File: src/rtl/zeroriscy_d_arb.sv
// zeroriscy_d_arb
//   Two-master arbiter in front of the data SRAM port. Master 0 is the core
//   LSU, master 1 is the host/loader. Accepted requests record their owner in
//   a small in-order FIFO so every rvalid/err is steered back to its issuer.
//
// Parameters
//   DEPTH : max outstanding accepted requests (owner FIFO depth, >= 1)
//
// Ports
//   clk, rst                         : clock, synchronous active-high reset
//   c_req/we/be/addr/wdata -> c_gnt  : core request, grant
//   c_rvalid/c_rdata/c_err           : core response
//   h_*                              : host port, same shape as core port
//   s_req/we/be/addr/wdata <- s_gnt  : SRAM request, grant
//   s_rvalid/s_rdata/s_err           : SRAM response
//   unexp                            : sticky, rvalid seen with nothing outstanding
//
// Build option
//   ZERORISCY_D_ARB_RR_EN : round-robin on conflict (default: core has priority)

module zeroriscy_d_arb #(
   parameter int DEPTH = 2
) (
   input  logic        clk,
   input  logic        rst,
   input  logic        c_req,
   input  logic        c_we,
   input  logic [3:0]  c_be,
   input  logic [31:0] c_addr,
   input  logic [31:0] c_wdata,
   output logic        c_gnt,
   output logic        c_rvalid,
   output logic [31:0] c_rdata,
   output logic        c_err,
   input  logic        h_req,
   input  logic        h_we,
   input  logic [3:0]  h_be,
   input  logic [31:0] h_addr,
   input  logic [31:0] h_wdata,
   output logic        h_gnt,
   output logic        h_rvalid,
   output logic [31:0] h_rdata,
   output logic        h_err,
   output logic        s_req,
   output logic        s_we,
   output logic [3:0]  s_be,
   output logic [31:0] s_addr,
   output logic [31:0] s_wdata,
   input  logic        s_gnt,
   input  logic        s_rvalid,
   input  logic [31:0] s_rdata,
   input  logic        s_err,
   output logic        unexp
);

   localparam int PW = (DEPTH > 1) ? $clog2(DEPTH) : 1;
   localparam int CW = $clog2(DEPTH + 1);
   localparam logic [CW-1:0] FULL_CNT = CW'(DEPTH);
   localparam logic [PW-1:0] LAST_PTR = PW'(DEPTH - 1);

   logic [DEPTH-1:0] owner_q;
   logic [PW-1:0]    wptr_q, rptr_q;
   logic [CW-1:0]    cnt_q;
   logic             last_q, unexp_q;

   logic win, full, empty, accept, pop, head;

   function automatic logic [PW-1:0] ptr_inc(input logic [PW-1:0] p);
      return (p == LAST_PTR) ? '0 : p + 1'b1;
   endfunction

   // Winner: 0 = core, 1 = host. With no request the core fields are muxed out.
   always_comb begin
      win = 1'b0;
      if (h_req && !c_req) begin
         win = 1'b1;
      end else if (h_req && c_req) begin
`ifdef ZERORISCY_D_ARB_RR_EN
         win = ~last_q;
`else
         // Fixed priority: last is tracked but never steers the choice.
         win = last_q & 1'b0;
`endif
      end
   end

   assign full   = (cnt_q == FULL_CNT);
   assign empty  = (cnt_q == '0);
   // Full blocks even when a pop lands in the same cycle, so s_rvalid never
   // reaches s_req combinationally.
   assign s_req  = (c_req | h_req) & ~full;
   assign s_we   = win ? h_we    : c_we;
   assign s_be   = win ? h_be    : c_be;
   assign s_addr = win ? h_addr  : c_addr;
   assign s_wdata= win ? h_wdata : c_wdata;

   assign accept = s_req & s_gnt;
   assign c_gnt  = accept & ~win;
   assign h_gnt  = accept &  win;

   assign head     = owner_q[rptr_q];
   assign pop      = s_rvalid & ~empty;
   assign c_rvalid = pop & ~head;
   assign h_rvalid = pop &  head;
   assign c_err    = pop & ~head & s_err;
   assign h_err    = pop &  head & s_err;
   assign c_rdata  = s_rdata;
   assign h_rdata  = s_rdata;
   assign unexp    = unexp_q;

   always_ff @(posedge clk) begin
      if (rst) begin
         owner_q <= '0;
         wptr_q  <= '0;
         rptr_q  <= '0;
         cnt_q   <= '0;
         last_q  <= 1'b1;   // core wins the first conflict under round-robin
         unexp_q <= 1'b0;
      end else begin
         if (accept) begin
            owner_q[wptr_q] <= win;
            wptr_q          <= ptr_inc(wptr_q);
            last_q          <= win;
         end
         if (pop) rptr_q <= ptr_inc(rptr_q);
         case ({accept, pop})
            2'b10:   cnt_q <= cnt_q + 1'b1;
            2'b01:   cnt_q <= cnt_q - 1'b1;
            default: cnt_q <= cnt_q;
         endcase
         if (s_rvalid && empty) unexp_q <= 1'b1;
      end
   end

endmodule

File: config.mk
export PLATFORM = sky130hd
export DESIGN_NAME = zeroriscy_d_arb
export DESIGN_NICKNAME = d
export VERILOG_FILES = /design/src/rtl/zeroriscy_d_arb.sv
export SDC_FILE = /design/constraint.sdc
export NUM_CORES = 1
export LEC_CHECK = 0
export BUFFER_PORTS_ARGS = -buffer_cell sky130_fd_sc_hd__buf_2
export CAP_MARGIN = 5
export CELL_PAD_IN_SITES_DETAIL_PLACEMENT = 1
export CELL_PAD_IN_SITES_GLOBAL_PLACEMENT = 2
export CORE_ASPECT_RATIO = 0.8
export CORE_MARGIN = 3
export CORE_UTILIZATION = 10
export CTS_CLUSTER_DIAMETER = 120
export DETAILED_ROUTE_END_ITERATION = 10
export GPL_ROUTABILITY_DRIVEN = 0
export PLACE_DENSITY_LB_ADDON = 0.08
export SYNTH_ARGS = -nofsm -noshare
export SYNTH_HDL_FRONTEND = slang
export SYNTH_SLANG_ARGS = --single-unit
File: constraint.sdc
create_clock -name clk -period 2 [get_ports clk]
set_input_delay 0.4 -clock clk [delete_from_list [all_inputs] [get_ports clk]]
set_output_delay 0.4 -clock clk [all_outputs]
set_load 0.005 [all_outputs]
==> impl_metrics.toml, run 1 <==
[status]
status = "completed"

[clock_network]
cts_setup_buffers = 0
clk_pin_slew_worst_paths_ns = 0.04
cts_hold_buf = 0
cts_root_buffer = "clkbuf_16"
numCtsBuffers = 3
cts_buffer_depth = 2
clock-sinks = 7
insertion_delay_ns = 0.23
htreeDepth = 1
cts_tree = "done"
post_cts_resized = 0

[worst_setup_path]
ff2ff_setup_slack_ns = 0.33
crit_slowest_cell = "mux2_2"
end_kind = "primary output"
cp_cell_sequence = "buf_2, nand2b_4, buf_12, mux2_2, buf_2"
rr_worst_depth = 5
crit_required_ns = 1.60
cp.depth = 5
worstPathArrival_ns = 1.41
max_stage_delay_ns = 0.36
path_buf_inv = 3
cp_top_family = "buffers and inverters"
startpoint_type = "input pin"
critPathMostFrequentCell = "buf_2"
crit_fanout = 38
worstSetupPathType = "input pin to primary output"

[route]
vias = 1875
drc = 0
ant_nets = 0
firstDrtPassIters = 4
drt_iter0_markers = 12
wl_mm = 7.64
via_per_inst = 3.37
wl_per_cell_um = 13.7

[floorplanning]
initial_utilization_pct = 10.4
core_region_area_um2 = 16100
die_h_um = 122
design.die.area_um2 = 18400
ios = 318
placementRows = 41
die_w_um = 151

[cells_and_area]
syn_to_final_growth_pct = 58.6
fin_area_um2 = 2670
nNetsFinal = 521
stdcell_count = 557
final_layout_size_suffix_gt1_share_pct = 87.1
fillers = 1976
antenna_cells = 0

[grt]
grt_overflow = 0
grt_max_degree = 39
groute.usage.overall_pct = 7.36
grt_pass1_wl_mm = 10.6
first_global_vias = 2037
antenna_found_initial = 0

[synth]
synth_mux_area_share_pct = 48.1
synth_adder_area_share_pct = 0.744
synth_area_leader_cell = "mux2_2"
synth_warnings = 0
synth_top_area_share_pct = 46.2
synthesis.instances = 187
avgSynthCellArea_um2 = 8.99
synth-simple-area-share_pct = 8.04
synth_xor_area_share_pct = 1.56
synthTopCellsByArea = "mux2_2, buf_4, dfxtp_1"
synth_compound_area_share_pct = 2.08
syn_area_um2 = 1680
ys_seq_area_share_pct = 8.33
syn_nets = 365
yosys_register_bits = 7
synth_top_family_by_area = "multiplexers"
synthDistinctLibCells = 26

[place]
dp_cells = 553
place_area_um2 = 2590
io_buffers = 221
dp_slack_ns = 0.171
place_hpwl_mm = 6.80

[sta]
worst_pin_slew_ns = 0.371
rsz0062_at_grt = "no"
relSlewSlack_pct = 74.6
hold_viol = 0
fin_skew_ns = 0.00301
holdWs_ns = 0.446
period_minus_slack_ns = 1.81
setup_ws_ns = 0.192
final-setup-viol-count = 0
drv_slew = 0
tns_ns = 0
fmax_ghz = 0.553
finalCritPeriodShare_pct = 90.4

[power]
vdd_drop_max_v = 0.000255
leakage_nw = 1.38
cellPowerDensity_nw_per_um2 = 449

[worst_hold_path]
whs_path_depth = 3
hold_class = "input pin to flip-flop"

[run]
cap_violations = 0
==> registers in the layout, indices dropped and copies added, names as in the netlist <==
register	cells
cnt_q	2
wptr_q	1
unexp	1
rptr_q	1
owner_q	2
==> worst paths after layout <==
kind	start	to
min	s_rvalid	unexp
min reg2reg	unexp	unexp
max	c_req	s_wdata[3]
max reg2reg	cnt_q[0]	cnt_q[1]
==> metal layers <==
| layer | vias to the layer above | track usage [%] | part of all wire (%) |
|---|---|---|---|
| met3 | 15 | 3.31 | 13 |
| li1 | 888 | - | - |
| met5 | - | 0 | 0 |
| met1 | 816 | 7.71 | 35 |
| met4 | 0 | 1.93 | 2.2 |
| met2 | 156 | 13.4 | 50 |
==> cells in the mapped netlist <==
| cell | count |
|---|---|
| mux2_2 | 69 |
| buf_4 | 64 |
| nor2_1 | 10 |
| buf_2 | 7 |
| dfxtp_1 | 7 |
| a21oi_1 | 3 |
| nor2b_1 | 3 |
| and3_1 | 2 |
| mux2_1 | 2 |
| nand2_1 | 2 |
| nand2b_1 | 2 |
| xnor2_1 | 2 |
| and2_1 | 1 |
| buf_1 | 1 |
| clkbuf_1 | 1 |
| ha_1 | 1 |
| mux2i_1 | 1 |
| nand3b_1 | 1 |
| nor2b_2 | 1 |
| o21a_1 | 1 |
| o21ai_0 | 1 |
| o31ai_1 | 1 |
| or3_1 | 1 |
| or4_1 | 1 |
| or4b_1 | 1 |
| xor2_1 | 1 |
==> per-stage QoR <==
stage / util, % / total power, mW
after floorplan: - / 0.626
after global placement: 16.1 / 0.869
after detailed placement: 16.1 / 0.868
after CTS: 16.6 / 1.23
after global routing: 16.6 / 1.30
final: 16.6 / 1.20
==> power by group <==
part	internal (mW)	total, mW	leakage, nW	switching, mW
Combinational	0.378	0.633	1.28	0.255
Clock	0.266	0.348	0.0382	0.0816
Sequential	0.176	0.217	0.0575	0.0409
Total	0.820	1.20	1.38	0.377
==> placed cells by master (no fill, tap or decap) <==
| cell | n |
|---|---|
| buf_2 | 221 |
| mux2_2 | 69 |
| nor2_1 | 10 |
| dfxtp_1 | 7 |
| nor2b_1 | 3 |
| a21oi_1 | 3 |
| clkbuf_16 | 3 |
| and3_1 | 2 |
| nand2_1 | 2 |
| xnor2_1 | 2 |
| mux2_1 | 2 |
| buf_12 | 2 |
| o21a_1 | 1 |
| nand2b_1 | 1 |
| nand3b_1 | 1 |
| nand2b_4 | 1 |
| nor2b_2 | 1 |
| mux2i_1 | 1 |
| and2_1 | 1 |
| o21ai_0 | 1 |
| or3_1 | 1 |
| or4b_1 | 1 |
| xor2_1 | 1 |
| or4_1 | 1 |
| o31ai_1 | 1 |
| ha_1 | 1 |
| clkbuf_1 | 1 |
| buf_4 | 1 |
==> cell families after synthesis <==
family | count (synthesis)
buf+inv | 73
mux | 72
simple gates | 25
flops | 7
compound gates | 6
xor+xnor | 3
fa+ha+maj | 1
==> worst register-to-register path, stage by stage, from the launching register on <==
cell      delay [ns]
dfxtp_1         0.45
nand2b_1        0.18
nand3b_1        0.13
ha_1            0.34
or3_1           0.37
a21oi_1         0.13
==> final cells by class <==
class	count	area, um2	area share (%)
clock buffers	4	78.8	2.95
multi-input cells	107	1030	38.5
flip-flops and latches	7	140	5.25
well taps	215	269	10.1
repair buffers	224	1150	43.2
Note: power is estimated with default switching activity, not from simulation.
==> run 2, diff against run 1 <==
Settings changed: RECOVER_POWER set to 100.
==> impl_metrics.toml, run 2 (synthesis gave the netlist of run 1 again) <==
[status]
status = "completed"

[floorplanning]
die_h_um = 122
core_region_area_um2 = 16100
initial_utilization_pct = 10.4
placementRows = 41
design.die.area_um2 = 18400
ios = 318
die_w_um = 151

[sta]
holdWs_ns = 0.441
fmax_ghz = 0.544
finalCritPeriodShare_pct = 91.8
fin_skew_ns = 0.00360
tns_ns = 0
relSlewSlack_pct = 75.7
drv_slew = 0
final-setup-viol-count = 0
worst_pin_slew_ns = 0.355
rsz0062_at_grt = "no"
hold_viol = 0
period_minus_slack_ns = 1.84

[worst_setup_path]
end_kind = "primary output"
worstReg2RegStart = "cnt_q[0]"
crit_required_ns = 1.60
worstPathArrival_ns = 1.44
startpoint_type = "input pin"
crit_start = "c_req"
crit_fanout = 38
worstSetupPathType = "input pin to primary output"

[place]
place_hpwl_mm = 6.80
io_buffers = 221
place_area_um2 = 2590

[cells_and_area]
final_layout_size_suffix_gt1_share_pct = 69.3
top_regs = "cnt_q x2, owner_q x2"
syn_to_final_growth_pct = 53.9
final_common_cell = "buf_2"
fin_area_um2 = 2590
layout_common_cells = "buf_2, mux2_2, clkbuf_1"
antenna_cells = 0
nNetsFinal = 521

[clock_network]
post_cts_resized = 0
numCtsBuffers = 3
cts_root_buffer = "clkbuf_16"
clock-sinks = 7
cts_tree = "done"
clk_pin_slew_worst_paths_ns = 0.04
insertion_delay_ns = 0.23
htreeDepth = 1
cts_hold_buf = 0
cts_buffer_depth = 2
cts_setup_buffers = 0

[grt]
antenna_found_initial = 0
first_global_vias = 2037
grt_overflow = 0
grt_pass1_wl_mm = 10.6
groute.usage.overall_pct = 7.36
grt_max_degree = 39

[power]
power_mw = 1.17
vdd_drop_max_v = 0.000256
leakage_nw = 1.21
cellPowerDensity_nw_per_um2 = 453

[route]
wl_per_cell_um = 13.8
via_per_inst = 3.36
wl_mm = 7.67
drc = 0
ant_nets = 0
firstDrtPassIters = 4
drt_iter0_markers = 17
vias = 1873

[run]
cap_violations = 0

[worst_hold_path]
hold_class = "input pin to flip-flop"
min_from = "s_rvalid"
[run 2: cell types whose count changed in the layout (fill, tap and decap cells not counted)]
cell,before,now
buf_2,221,162
clkbuf_1,1,60
buf_1,0,1
buf_4,1,0
nor2b_1,3,4
nor2b_2,1,0
[run 2: metrics by stage]
step | std cells | util [%] | worst slack [ns]
global placement | 553 | 16.1 | 0.175
finish | 557 | 16.1 | 0.163
global route | 557 | 16.1 | 0.0653
floorplan | 187 | - | 0.320
CTS | 557 | 16.6 | 0.163
detailed placement | 553 | 16.1 | 0.171
[run 2: path summary, 6_finish.rpt]
path	slack, ns	depth (start not counted)	to
hold reg to reg	0.47	2	unexp
setup reg to reg	0.35	5	cnt_q[1]
hold / removal	0.44	3	unexp
setup / recovery	0.16	5	s_wdata[3]
[run 2: final cells by class]
cell class,instances,area [um2]
clock buffer,4,78.8
fill,1990,13500
multi-input combinational,107,1020
sequential,7,140
tap,215,269
timing repair buffer,224,1080
[run 2: power by group]
part           switching [mW]  internal [mW]
clock                  0.0841          0.266
sequential             0.0419          0.176
combinational           0.257          0.347
[run 2: worst max-delay path, stage by stage]
cell and delay, ns:
clkbuf_1 0.11, nand2b_4 0.17, buf_12 0.22, mux2_2 0.37, clkbuf_1 0.13
[run 2: per-layer routing]
layer | vias up | global-route usage [%] | wire length [um]
met3 | 15 | 3.31 | 1040
li1 | 889 | - | -
met2 | 159 | 13.4 | 3820
met1 | 810 | 7.71 | 2640
met5 | - | 0 | 0
met4 | 0 | 1.93 | 168
==> run 3, diff against run 2 <==
Settings changed: BUFFER_PORTS_ARGS -buffer_cell sky130_fd_sc_hd__buf_2 to unset, CORE_AREA set to 3 3 123 125, CORE_ASPECT_RATIO 0.8 to unset, CORE_MARGIN 3 to unset, CORE_UTILIZATION 10 to unset, DIE_AREA set to 0 0 126 128, DONT_BUFFER_PORTS set to 1, SETUP_SLACK_MARGIN set to 0.2.
==> impl_metrics.toml, run 3 (synthesis gave the netlist of run 1 again) <==
[sta]
rsz0062_at_grt = "no"
period_minus_slack_ns = 1.80
final-setup-viol-count = 0
relSlewSlack_pct = 78.2
setup_ws_ns = 0.200
finalCritPeriodShare_pct = 90.0
tns_ns = 0
holdWs_ns = 0.241
fin_skew_ns = 0.00279
hold_viol = 0
fmax_ghz = 0.556
drv_slew = 0
worst_pin_slew_ns = 0.318

[worst_setup_path]
crit_fanout = 23
startpoint_type = "input pin"
worstSetupPathType = "input pin to primary output"
crit_required_ns = 1.60
worstPathArrival_ns = 1.40
end_kind = "primary output"

[power]
cellPowerDensity_nw_per_um2 = 615
power_mw = 0.920
vdd_drop_max_v = 0.000242
leakage_nw = 0.488

[clock_network]
numCtsBuffers = 3
clk_pin_slew_worst_paths_ns = 0.04
cts_hold_buf = 0
cts_root_buffer = "clkbuf_16"
clock-sinks = 7
cts_tree = "done"
cts_buffer_depth = 2
post_cts_resized = 0
cts_setup_buffers = 0
htreeDepth = 1
insertion_delay_ns = 0.23

[cells_and_area]
fillers = 1668
nNetsFinal = 299
multi_input_area_um2 = 1020
stdcell_count = 300
syn_to_final_growth_pct = -11.1
top_regs = "cnt_q x2, owner_q x2"
layout_common_cells = "mux2_1, mux2_2, nor2_1"
final_core_util_pct = 10.7
antenna_cells = 0
final_layout_size_suffix_gt1_share_pct = 22.5
fin_area_um2 = 1500
final_common_cell = "mux2_1"
area.sequential_um2 = 140

[grt]
grt_max_degree = 42
grt_overflow = 0
first_global_vias = 1205
groute.usage.overall_pct = 7.61
grt_pass1_wl_mm = 9.11
antenna_found_initial = 3

[route]
ant_nets = 0
drt_iter0_markers = 17
vias = 1082
wl_mm = 7.10
firstDrtPassIters = 3
via_per_inst = 3.61
wl_per_cell_um = 23.7
drc = 0

[floorplanning]
design.die.area_um2 = 16100
die_h_um = 128
core_region_area_um2 = 14000
die_w_um = 126
ios = 318
placementRows = 43
initial_utilization_pct = 12.0

[place]
dp_slack_ns = 0.249
place_area_um2 = 1430
io_buffers = 0
place_hpwl_mm = 6.52
dp_cells = 296

[run]
cap_violations = 0

[status]
status = "completed"

[worst_hold_path]
hold_class = "input pin to flip-flop"
## run 3: changes by cell type in the layout (fill, tap and decap cells not counted)
cell / change
buf_12: -1
mux2_1: +48
mux2_2: -48
buf_1: -1
clkbuf_4: +1
and2_0: +1
and2_1: -1
clkbuf_1: -59
buf_2: -162
## run 3: final cells by class
cell class              count  share of cell area [%]
well taps                 180                    15.1
clock buffers               4                    5.27
multi-input cells         107                    68.5
repair buffers              2                    1.84
flip-flops and latches      7                    9.37
## run 3: power breakdown
group / internal (mW) / switching [mW] / leakage (nW)
combinational: 0.171 / 0.195 / 0.392
sequential: 0.176 / 0.0403 / 0.0575
clock: 0.265 / 0.0724 / 0.0382
total: 0.612 / 0.308 / 0.488
## run 3: final timing paths
kind	startpoint	end	slack, ns	cells after the start
max	c_req	s_addr[25]	0.20	3
min	rst	unexp	0.24	1
max reg2reg	cnt_q[0]	cnt_q[1]	0.28	5
min reg2reg	owner_q[1]	owner_q[1]	0.48	2
## run 3: routing by layer
layer / track usage, % / share of wire (%)
met4: 1.70 / 2.7
met2: 13.8 / 54
met5: 0 / 0
met1: 8.18 / 33
met3: 3.38 / 11
## run 3: critical path, stage by stage
cell,delay [ns]
nand2b_4,0.19
clkbuf_4,0.37
mux2_2,0.42
